## src/rtl/ssd1331_spi_sequencer.sv

```systemverilog
// rtl/ssd1331_spi_sequencer.sv - SSD1331 power-up and host byte sequencer for an 8-bit MOSI shifter
// Optional macro VCC_SEQ_EN: adds the VCC enable dwell between the init list and display-on.
module ssd1331_spi_sequencer #(
  parameter int RST_LOW_CYCLES   = 16,
  parameter int RST_WAIT_CYCLES  = 16,
  parameter int VCC_DELAY_CYCLES = 1024,
  parameter int CNT_W            = 20
) (
  input  logic       i_SCK,
  input  logic       i_RST_N,
  input  logic       i_TX_VALID,
  input  logic [7:0] i_TX_DATA,
  input  logic       i_TX_DC,
  output logic       o_TX_READY,
  output logic       o_INIT_DONE,
  output logic       o_SPI_START,
  output logic [7:0] o_SPI_DATA,
  output logic       o_SPI_DC,
  input  logic       i_SPI_FINAL_TX,
  output logic       o_CS,
  output logic       o_RES,
  output logic       o_VCCEN
);

  // A zero delay still spends one posedge in its state.
  localparam int RST_LOW_N  = (RST_LOW_CYCLES   < 1) ? 1 : RST_LOW_CYCLES;
  localparam int RST_WAIT_N = (RST_WAIT_CYCLES  < 1) ? 1 : RST_WAIT_CYCLES;
  localparam int VCC_N      = (VCC_DELAY_CYCLES < 1) ? 1 : VCC_DELAY_CYCLES;
  localparam logic [CNT_W-1:0] RST_LOW_LAST  = CNT_W'(RST_LOW_N - 1);
  localparam logic [CNT_W-1:0] RST_WAIT_LAST = CNT_W'(RST_WAIT_N - 1);
  localparam logic [CNT_W-1:0] VCC_LAST      = CNT_W'(VCC_N - 1);
  localparam logic [4:0]       ROM_LAST      = 5'd19;

  typedef enum logic [2:0] {
    S_RST_LOW,
    S_RST_WAIT,
    S_LOAD,
    S_WAIT_TX,
    S_DISP_ON,
    S_IDLE
`ifdef VCC_SEQ_EN
    , S_VCC
`endif
  } state_t;

  typedef enum logic [1:0] {
    SRC_ROM,
    SRC_DISP,
    SRC_HOST
  } src_t;

  state_t           state;
  src_t             src;
  logic [CNT_W-1:0] cnt;
  logic [CNT_W-1:0] cnt_last;
  logic             cnt_done;
  logic [4:0]       idx;
  logic [7:0]       host_data;
  logic             host_dc;

  function automatic logic [7:0] rom_byte(input logic [4:0] i);
    case (i)
      5'd0:    rom_byte = 8'hAE;
      5'd1:    rom_byte = 8'hA0;
      5'd2:    rom_byte = 8'h72;
      5'd3:    rom_byte = 8'hA1;
      5'd4:    rom_byte = 8'h00;
      5'd5:    rom_byte = 8'hA2;
      5'd6:    rom_byte = 8'h00;
      5'd7:    rom_byte = 8'hA4;
      5'd8:    rom_byte = 8'hA8;
      5'd9:    rom_byte = 8'h3F;
      5'd10:   rom_byte = 8'hAD;
      5'd11:   rom_byte = 8'h8E;
      5'd12:   rom_byte = 8'hB0;
      5'd13:   rom_byte = 8'h0B;
      5'd14:   rom_byte = 8'hB1;
      5'd15:   rom_byte = 8'h31;
      5'd16:   rom_byte = 8'hB3;
      5'd17:   rom_byte = 8'hF0;
      5'd18:   rom_byte = 8'hBB;
      5'd19:   rom_byte = 8'h3A;
      default: rom_byte = 8'h00;
    endcase
  endfunction

  always_comb begin
    cnt_last = VCC_LAST;
    case (state)
      S_RST_LOW:  cnt_last = RST_LOW_LAST;
      S_RST_WAIT: cnt_last = RST_WAIT_LAST;
      default:    cnt_last = VCC_LAST;
    endcase
  end

  assign cnt_done = (cnt == cnt_last);

  always_ff @(posedge i_SCK or negedge i_RST_N) begin
    if (!i_RST_N) begin
      state       <= S_RST_LOW;
      src         <= SRC_ROM;
      cnt         <= '0;
      idx         <= '0;
      host_data   <= '0;
      host_dc     <= 1'b0;
      o_TX_READY  <= 1'b0;
      o_INIT_DONE <= 1'b0;
      o_SPI_START <= 1'b0;
      o_SPI_DATA  <= '0;
      o_SPI_DC    <= 1'b0;
      o_CS        <= 1'b1;
      o_RES       <= 1'b0;
      o_VCCEN     <= 1'b0;
    end else begin
      // Counter runs only in delay states; everything else leaves it at zero for the next entry.
      cnt         <= '0;
      o_SPI_START <= 1'b0;
      case (state)
        S_RST_LOW: begin
          if (cnt_done) begin
            o_RES <= 1'b1;
`ifndef VCC_SEQ_EN
            o_VCCEN <= 1'b1;
`endif
            state <= S_RST_WAIT;
          end else begin
            cnt <= cnt + CNT_W'(1);
          end
        end
        S_RST_WAIT: begin
          if (cnt_done) begin
            src   <= SRC_ROM;
            state <= S_LOAD;
          end else begin
            cnt <= cnt + CNT_W'(1);
          end
        end
        S_LOAD: begin
          o_SPI_START <= 1'b1;
          o_CS        <= 1'b0;
          case (src)
            SRC_ROM: begin
              o_SPI_DATA <= rom_byte(idx);
              o_SPI_DC   <= 1'b0;
            end
            SRC_DISP: begin
              o_SPI_DATA <= 8'hAF;
              o_SPI_DC   <= 1'b0;
            end
            default: begin
              o_SPI_DATA <= host_data;
              o_SPI_DC   <= host_dc;
            end
          endcase
          state <= S_WAIT_TX;
        end
        S_WAIT_TX: begin
          if (i_SPI_FINAL_TX) begin
            case (src)
              SRC_ROM: begin
                idx <= idx + 5'd1;
                if (idx == ROM_LAST) begin
`ifdef VCC_SEQ_EN
                  o_VCCEN <= 1'b1;
                  state   <= S_VCC;
`else
                  state   <= S_DISP_ON;
`endif
                end else begin
                  state <= S_LOAD;
                end
              end
              SRC_DISP: begin
                o_INIT_DONE <= 1'b1;
                o_TX_READY  <= 1'b1;
                o_CS        <= 1'b1;
                state       <= S_IDLE;
              end
              default: begin
                o_TX_READY <= 1'b1;
                o_CS       <= 1'b1;
                state      <= S_IDLE;
              end
            endcase
          end
        end
`ifdef VCC_SEQ_EN
        S_VCC: begin
          if (cnt_done) begin
            state <= S_DISP_ON;
          end else begin
            cnt <= cnt + CNT_W'(1);
          end
        end
`endif
        S_DISP_ON: begin
          src   <= SRC_DISP;
          state <= S_LOAD;
        end
        S_IDLE: begin
          o_CS <= 1'b1;
          if (i_TX_VALID && o_TX_READY) begin
            host_data  <= i_TX_DATA;
            host_dc    <= i_TX_DC;
            src        <= SRC_HOST;
            o_TX_READY <= 1'b0;
            state      <= S_LOAD;
          end
        end
        default: state <= S_RST_LOW;
      endcase
    end
  end

endmodule

```

## config.mk

```make
export PLATFORM = sky130hd
export DESIGN_NAME = ssd1331_spi_sequencer
export DESIGN_NICKNAME = d
export VERILOG_FILES = /design/src/rtl/ssd1331_spi_sequencer.sv
export SDC_FILE = /design/constraint.sdc
export NUM_CORES = 1
export LEC_CHECK = 0
export CAP_MARGIN = 25
export CELL_PAD_IN_SITES_DETAIL_PLACEMENT = 1
export CELL_PAD_IN_SITES_GLOBAL_PLACEMENT = 2
export CORE_ASPECT_RATIO = 1.25
export CORE_MARGIN = 4
export CORE_UTILIZATION = 33
export CTS_CLUSTER_SIZE = 12
export DETAILED_ROUTE_END_ITERATION = 10
export GPL_TIMING_DRIVEN = 0
export PLACE_DENSITY = 0.73
export SETUP_SLACK_MARGIN = 0.02
export SLEW_MARGIN = 15
export SYNTH_ARGS = -nofsm -noshare
export SYNTH_HDL_FRONTEND = slang
export SYNTH_SLANG_ARGS = --single-unit
```

## constraint.sdc

```tcl
create_clock -name i_SCK -period 1.64 [get_ports i_SCK]
set_clock_uncertainty 0.1 [all_clocks]
set_input_delay 0.328 -clock i_SCK [delete_from_list [all_inputs] [get_ports i_SCK]]
set_output_delay 0.328 -clock i_SCK [all_outputs]
set_load 0.02 [all_outputs]
```

* Word-level counts from Yosys, hierarchy flattened
Memory sizes are Yosys's and may differ from the RTL's.
Index checks and enable logic that the tools add are counted.
** Word-level totals
- Flip-flop bits (word level) :: 53
- Bits in latches :: 0
- RAM bits :: 0
- Memory bits (read-only) :: 256
- Input bits :: 13
- Output and inout port bits :: 15
- Logic and storage cells :: 66
- Memories :: 1
** Memories
- (no name shown) :: depth 32, bits a word 8, read ports 1, clocked after memory_dff 0, write ports 0, RTL line 62 : case (i)
** Operators by class
- Add/subtract/negate cells :: 2
- Multipliers :: 0
- Div/mod/pow operators :: 0
- $lt $le $gt $ge :: 0
- Equal/unequal tests :: 13
- Shifts and indexed selects :: 0
- Multiplexer cells :: 21
- Bitwise operators :: 0
- Reductions and logical operators :: 16
** Operator list (count)
- 20-bit 2-to-1 mux :: 2
- 20-bit by 1-bit adder with 20-bit output, second input constant :: 1
- 20-bit equality test :: 1
- 3-bit 2-to-1 mux :: 6
- 3-bit one-hot mux with 6 select lines :: 1
- 8-bit one-hot mux with 2 select lines :: 1
- 3-bit AND reduction :: 4
- 10-bit 2-to-1 mux :: 1
- 2-bit != test, second input constant :: 5
- 4-bit AND reduction :: 2
- 3-bit by 2-bit equality test with 1-bit output, second input constant :: 2
- 3-bit equality test, second input constant :: 2
- 2-bit one-hot mux with 3 select lines :: 1
- 3-bit nonzero test :: 2
- 5-bit by 1-bit adder with 5-bit output, second input constant :: 1
- 5-bit equality test, second input constant :: 1
- 1-bit 2-to-1 mux :: 5
- 2-bit 2-to-1 mux :: 2
- 2-bit AND reduction :: 2
- 2-bit OR reduction :: 2
- 3-bit by 1-bit equality test with 1-bit output, second input constant :: 1
- 3-bit logical NOT :: 1
- 1-bit one-hot mux with 3 select lines :: 1
- 2-bit by 1-bit equality test with 1-bit output, second input constant :: 1
- 4 further kinds :: 4

* Depth between registers and ports, before layout
- Word-level depth :: 6
- Mapped depth :: 6
- Mapped depth without buffers :: 6

* Worst setup path after synthesis
OpenSTA, ideal clock, no wires.
- Kind :: register -> register
- From :: register cnt[0]
- To :: register state[0]
- Arrival :: 1.464 ns
- Path slack :: -0.052 ns
- Stages on the path, launching flop included :: 6
- Path through :: dfrtp_1 -> ha_1 -> and3_1 -> nand2_1 -> o21ai_2 -> mux2_1
** On the way
- Cells in the longest elaborated chain, start to end :: 3
- Elaborated cells between the ends (all ways) :: 4
** Ends and longest elaborated chain
- start: declaration :: RTL line 54 : logic [CNT_W-1:0] cnt;
- start signal: assignment :: RTL line 127 : cnt <= cnt + CNT_W'(1);
- start signal: assignment :: RTL line 135 : cnt <= cnt + CNT_W'(1);
- 20-bit equality test * :: RTL line 96 : assign cnt_done = (cnt == cnt_last);
- 2-bit != test (no source line)
- 4-bit AND reduction (no source line) *
- end signal: assignment :: RTL line 100 : state <= S_RST_LOW;
- end signal: assignment :: RTL line 125 : state <= S_RST_WAIT;
- end signal: assignment :: RTL line 133 : state <= S_LOAD;
- end: declaration :: RTL line 52 : state_t state;
Every way passes the cells marked *; elsewhere a longest branch is shown, timed or not.
A chain may end at the register's enable or synchronous reset.

* Worst setup path after layout
- From :: register state[1]
- To :: register o_SPI_DATA[1]
** On the way
- Cells in the longest elaborated chain, start to end :: 1
** Ends and longest elaborated chain
- 3-bit by 2-bit equality test with 1-bit output :: RTL line 118 : case (state)
- end signal: assignment :: RTL line 143 : o_SPI_DATA <= rom_byte(idx);
- end signal: assignment :: RTL line 151 : o_SPI_DATA <= host_data;
- end: declaration :: RTL line 17 : output logic [7:0] o_SPI_DATA,
Every way passes these cells.

==> results.py <==
metrics = {
    "worst_setup_path": {
        "cp_data_arrival_time_ns": 1.81,
        "kind_of_cell_adding_the_most_delay_to_the_critical_path": "simple AND/OR/NAND/NOR gates",
        "worstSetupStartpointType": "register",
        "worst-path-buf-inv": 2,
        "path_max_fanout": 4,
        "worst-setup-path-type": "reg -> reg",
        "cp_max_stage_delay_ns": 0.44,
        "crit-reg2reg-launch": "state[1]$_DFFE_PN0P_",
        "reg2reg_depth": 6,
        "worst_r2r_endpoint": "o_SPI_DATA[1]$_DFFE_PN0P_",
        "reg2reg_slack_ns": -0.08,
        "capturing_element_type_of_the_critical_path": "register",
        "path_common_cell": "buf_6",
        "timing.critical_path.required_ns": 1.72,
        "crit_path_top_delay_cell": "or3b_4",
        "crit_path_cell_trace": "buf_6 > buf_6 > or3b_4 > or3_1 > o21ai_1 > a31oi_1",
    },
    "layout": {
        "layout.area.seq_um2": 1340,
        "post_layout_nonfiller_instances": 452,
        "area_of_combinational_cells_with_multiple_inputs_um2": 1730,
        "fillCellCount": 906,
        "final_design_area_no_fill_um2": 4110,
        "drive_above_1_share_pct": 39.2,
        "num_antenna_cells": 0,
        "flow.area_growth_from_synthesis_pct": 46.7,
        "finalNetCount": 376,
    },
    "floorplan": {
        "rows": 37,
        "die_w_um": 90.4,
        "chipHeight_um": 111,
        "num_io_pins": 28,
        "area_of_the_placeable_core_um2": 8240,
        "dieArea_um2": 10000,
        "initial_utilization_pct": 34.0,
    },
    "synthesis": {
        "synthDistinctLibCells": 57,
        "synth-seq-area-share_pct": 47.4,
        "syn_nets": 304,
        "synth_commonest_cells": "52 x dfrtp_1, 35 x nor2_1, 17 x nand2_1, 16 x o21ai_0, 15 x xnor2_1",
        "synth-edff-count": 0,
        "synth.most_common_cell": "dfrtp_1",
        "synth_flop_cell": "dfrtp_1",
        "netlist_area_um2": 2800,
        "synth_area_per_cell_um2": 9.93,
        "synth-async-reset-ratio_pct": 100,
        "synth_largest_area_cell": "dfrtp_1",
        "count_of_state_elements_after_synthesis": 53,
        "netlist_top_cells_area": "dfrtp_1 46%, nor2_1 4.7%, xnor2_1 4.7%, ha_1 4.0%, mux2_2 4.0%",
        "top_cell_type_s_share_of_synthesized_area_pct": 46.4,
        "syn-instance-count": 282,
        "yosys_warnings": 0,
    },
    "timing": {
        "timing_max_transition_violations_final": 0,
        "rsz0062_at_grt": "true",
        "final.setup.worst_slack_ns": -0.0815,
        "worst-slew-pin-transition_ns": 0.681,
        "setup_violations": 22,
        "timing.final.crit_share_pct": 105,
        "worst_slew_slack_as_a_fraction_of_its_limit_pct": 54.6,
        "achievable-frequency_mhz": 581,
        "finalCriticalPeriod_ns": 1.72,
        "hold_violation_count_in_the_final_report": 0,
        "final_total_negative_setup_slack_ns": -0.912,
    },
    "worst_hold_path": {
        "number_of_cells_on_the_worst_hold_path": 1,
        "worst_hold_startpoint": "o_INIT_DONE$_DFFE_PN0P_",
        "min_delay_worst_endpoint": "o_INIT_DONE$_DFFE_PN0P_",
        "hold_path.class": "reg -> reg",
    },
    "placed_design": {
        "dp_hpwl_um": 5270,
        "placedCellCount": 406,
        "placement_cell_area_um2": 3200,
        "numPortBuffers": 27,
        "worst_setup_slack_after_placement_ns": -0.481,
        "place.gp.congestion": 0.798,
    },
    "drt": {
        "detail_route.iter0.violations": 53,
        "drcViolationCount": 0,
        "drt.antenna.violating_nets": 0,
        "detailroute.via_count": 2416,
        "drt_pass1_iterations": 4,
        "via_per_inst": 5.35,
        "detail_route.wirelength_um": 8190,
        "routed_wire_length_per_instance_um": 18.1,
    },
    "clocking": {
        "cts.htree.levels": 2,
        "clock_latency_at_the_later_pin_of_the_worst_skew_pair_ns": 0.31,
        "clk_transition_reported_paths_ns": 0.10,
        "cts_num_sinks": 53,
        "clock_path_buffers": 2,
        "clk_root_buffer_cell": "clkbuf_8",
        "tritoncts_clock_tree": "built",
        "numCtsBuffers": 5,
    },
    "grt": {
        "grt_use_total_pct": 16.0,
        "antenna_found_initial": 0,
        "grt_start_max_net_pins": 54,
        "overflow": 0,
        "grt_pass1_wl_um": 13100,
        "number_of_global_route_vias_before_repair": 2499,
    },
    "power_and_ir_drop": {
        "power.ir.vdd_worst_uv": 618,
        "power.net_switching_w": 0.00233,
        "power_total_w": 0.00609,
        "power.switching_fraction_pct": 38.3,
        "combinational_cell_fraction_of_total_power_pct": 49.1,
        "power.clock.fraction_pct": 17.6,
        "internal_power_w": 0.00376,
        "leakagePower_nw": 1.76,
        "power_density_nw_per_um2": 1480,
        "pwr-share-seq_pct": 33.3,
    },
    "status": {
        "outcome": "complete, but fails checks",
        "failed_checks": "setup timing",
    },
    "flow_run": {
        "drv.max_cap_violation_count": 0,
    },
}
[how the worst max path moves through the flow]
stage,start,to,slack [ns],cells after the start
CTS,cnt[16]$_DFF_PN0_,state[0]$_DFFE_PN0P_,-0.08,4
floorplan,cnt[0]$_DFF_PN0_,state[0]$_DFFE_PN0P_,-0.03,5
global placement,i_RST_N,cnt[1]$_DFF_PN0_,-1.61,1
global route,cnt[8]$_DFF_PN0_,state[0]$_DFFE_PN0P_,-0.16,4
finish,state[1]$_DFFE_PN0P_,o_SPI_DATA[1]$_DFFE_PN0P_,-0.08,6
detailed placement,i_SPI_FINAL_TX,idx[3]$_DFFE_PN0P_,-0.48,5
[repair_timing]
item,4_1_cts,5_1_grt
pin swaps,8,26
cloned,0,4
hold buffers,1,0
setup buffers,16,18
hold endpoints to repair,52,0
endpoints found under the setup margin,63,46
resized for setup,82,59
[kinds of logic (layout without fill, tap and decap cells)]
group | after synthesis | count (layout) | synth area share, %
compound gates | 59 | 59 | 13.7
xor+xnor | 18 | 18 | 5.63
fa+ha+maj | 9 | 9 | 4.02
buf+inv | 25 | 98 | 3.66
flops | 53 | 53 | 47.4
mux | 14 | 14 | 5.49
simple gates | 104 | 104 | 20.1
[registers in the layout (all words and copies together), names as in the netlist, 2 cells and up]
name / count
cnt: 20
host_data: 8
idx: 5
o_SPI_DATA: 8
src: 2
state: 3
[cell usage in the layout (no fill, tap or decap), drive strengths merged, types with 3 or more instances in the layout]
master | synthesis | final
inv | 13 | 14
mux2 | 11 | 11
a31oi | 5 | 5
and3 | 5 | 5
nor2 | 36 | 36
a211oi | 3 | 3
o22ai | 3 | 3
nand4 | 4 | 4
dlygate4sd2 | 0 | 13
nor4 | 13 | 13
xor2 | 3 | 3
a21oi | 9 | 9
ha | 9 | 9
o21a | 3 | 3
buf | 7 | 44
nor3 | 7 | 7
clkdlybuf4s50 | 0 | 11
o21ai | 18 | 18
o31ai | 3 | 3
nand2 | 17 | 17
clkbuf | 5 | 12
xnor2 | 15 | 15
nand3 | 11 | 11
dfrtp | 52 | 52
mux2i | 3 | 3
[cell type report]
cell class,count,share of cell area [%]
timing repair buffer,66,15.1
tap,97,2.95
inverter,13,1.37
buffer,11,2.41
clock inverter,3,1.67
multi-input combinational,204,42.1
sequential,53,32.7
clock buffer,5,1.67
[routing by layer]
metal,share of wire [%],vias to the layer above,global-route usage [%]
met4,2.8,0,4.39
met2,54,38,29.9
met5,0,-,0
met1,41,1210,18.8
met3,2.4,13,2.58
li1,-,1155,-
[power groups by stage]
stage	clock, W	combinational [W]	sequential, W
floorplan	0	0.00123	0.00210
global placement	0	0.00213	0.00197
detailed placement	0	0.00216	0.00200
CTS	0.00111	0.00242	0.00198
global route	0.00115	0.00325	0.00209
finish	0.00107	0.00299	0.00203
[stage by stage]
step | hold slack, ns | util (%)
final | 0.377 | 49.9
after global routing | 0.420 | 49.9
after CTS | 0.388 | 44.8
after detailed placement | 0.327 | 38.9
after global placement | 0.363 | 38.9
after floorplan | -0.0676 | -
No activity file was read; power rests on OpenSTA's default activity.
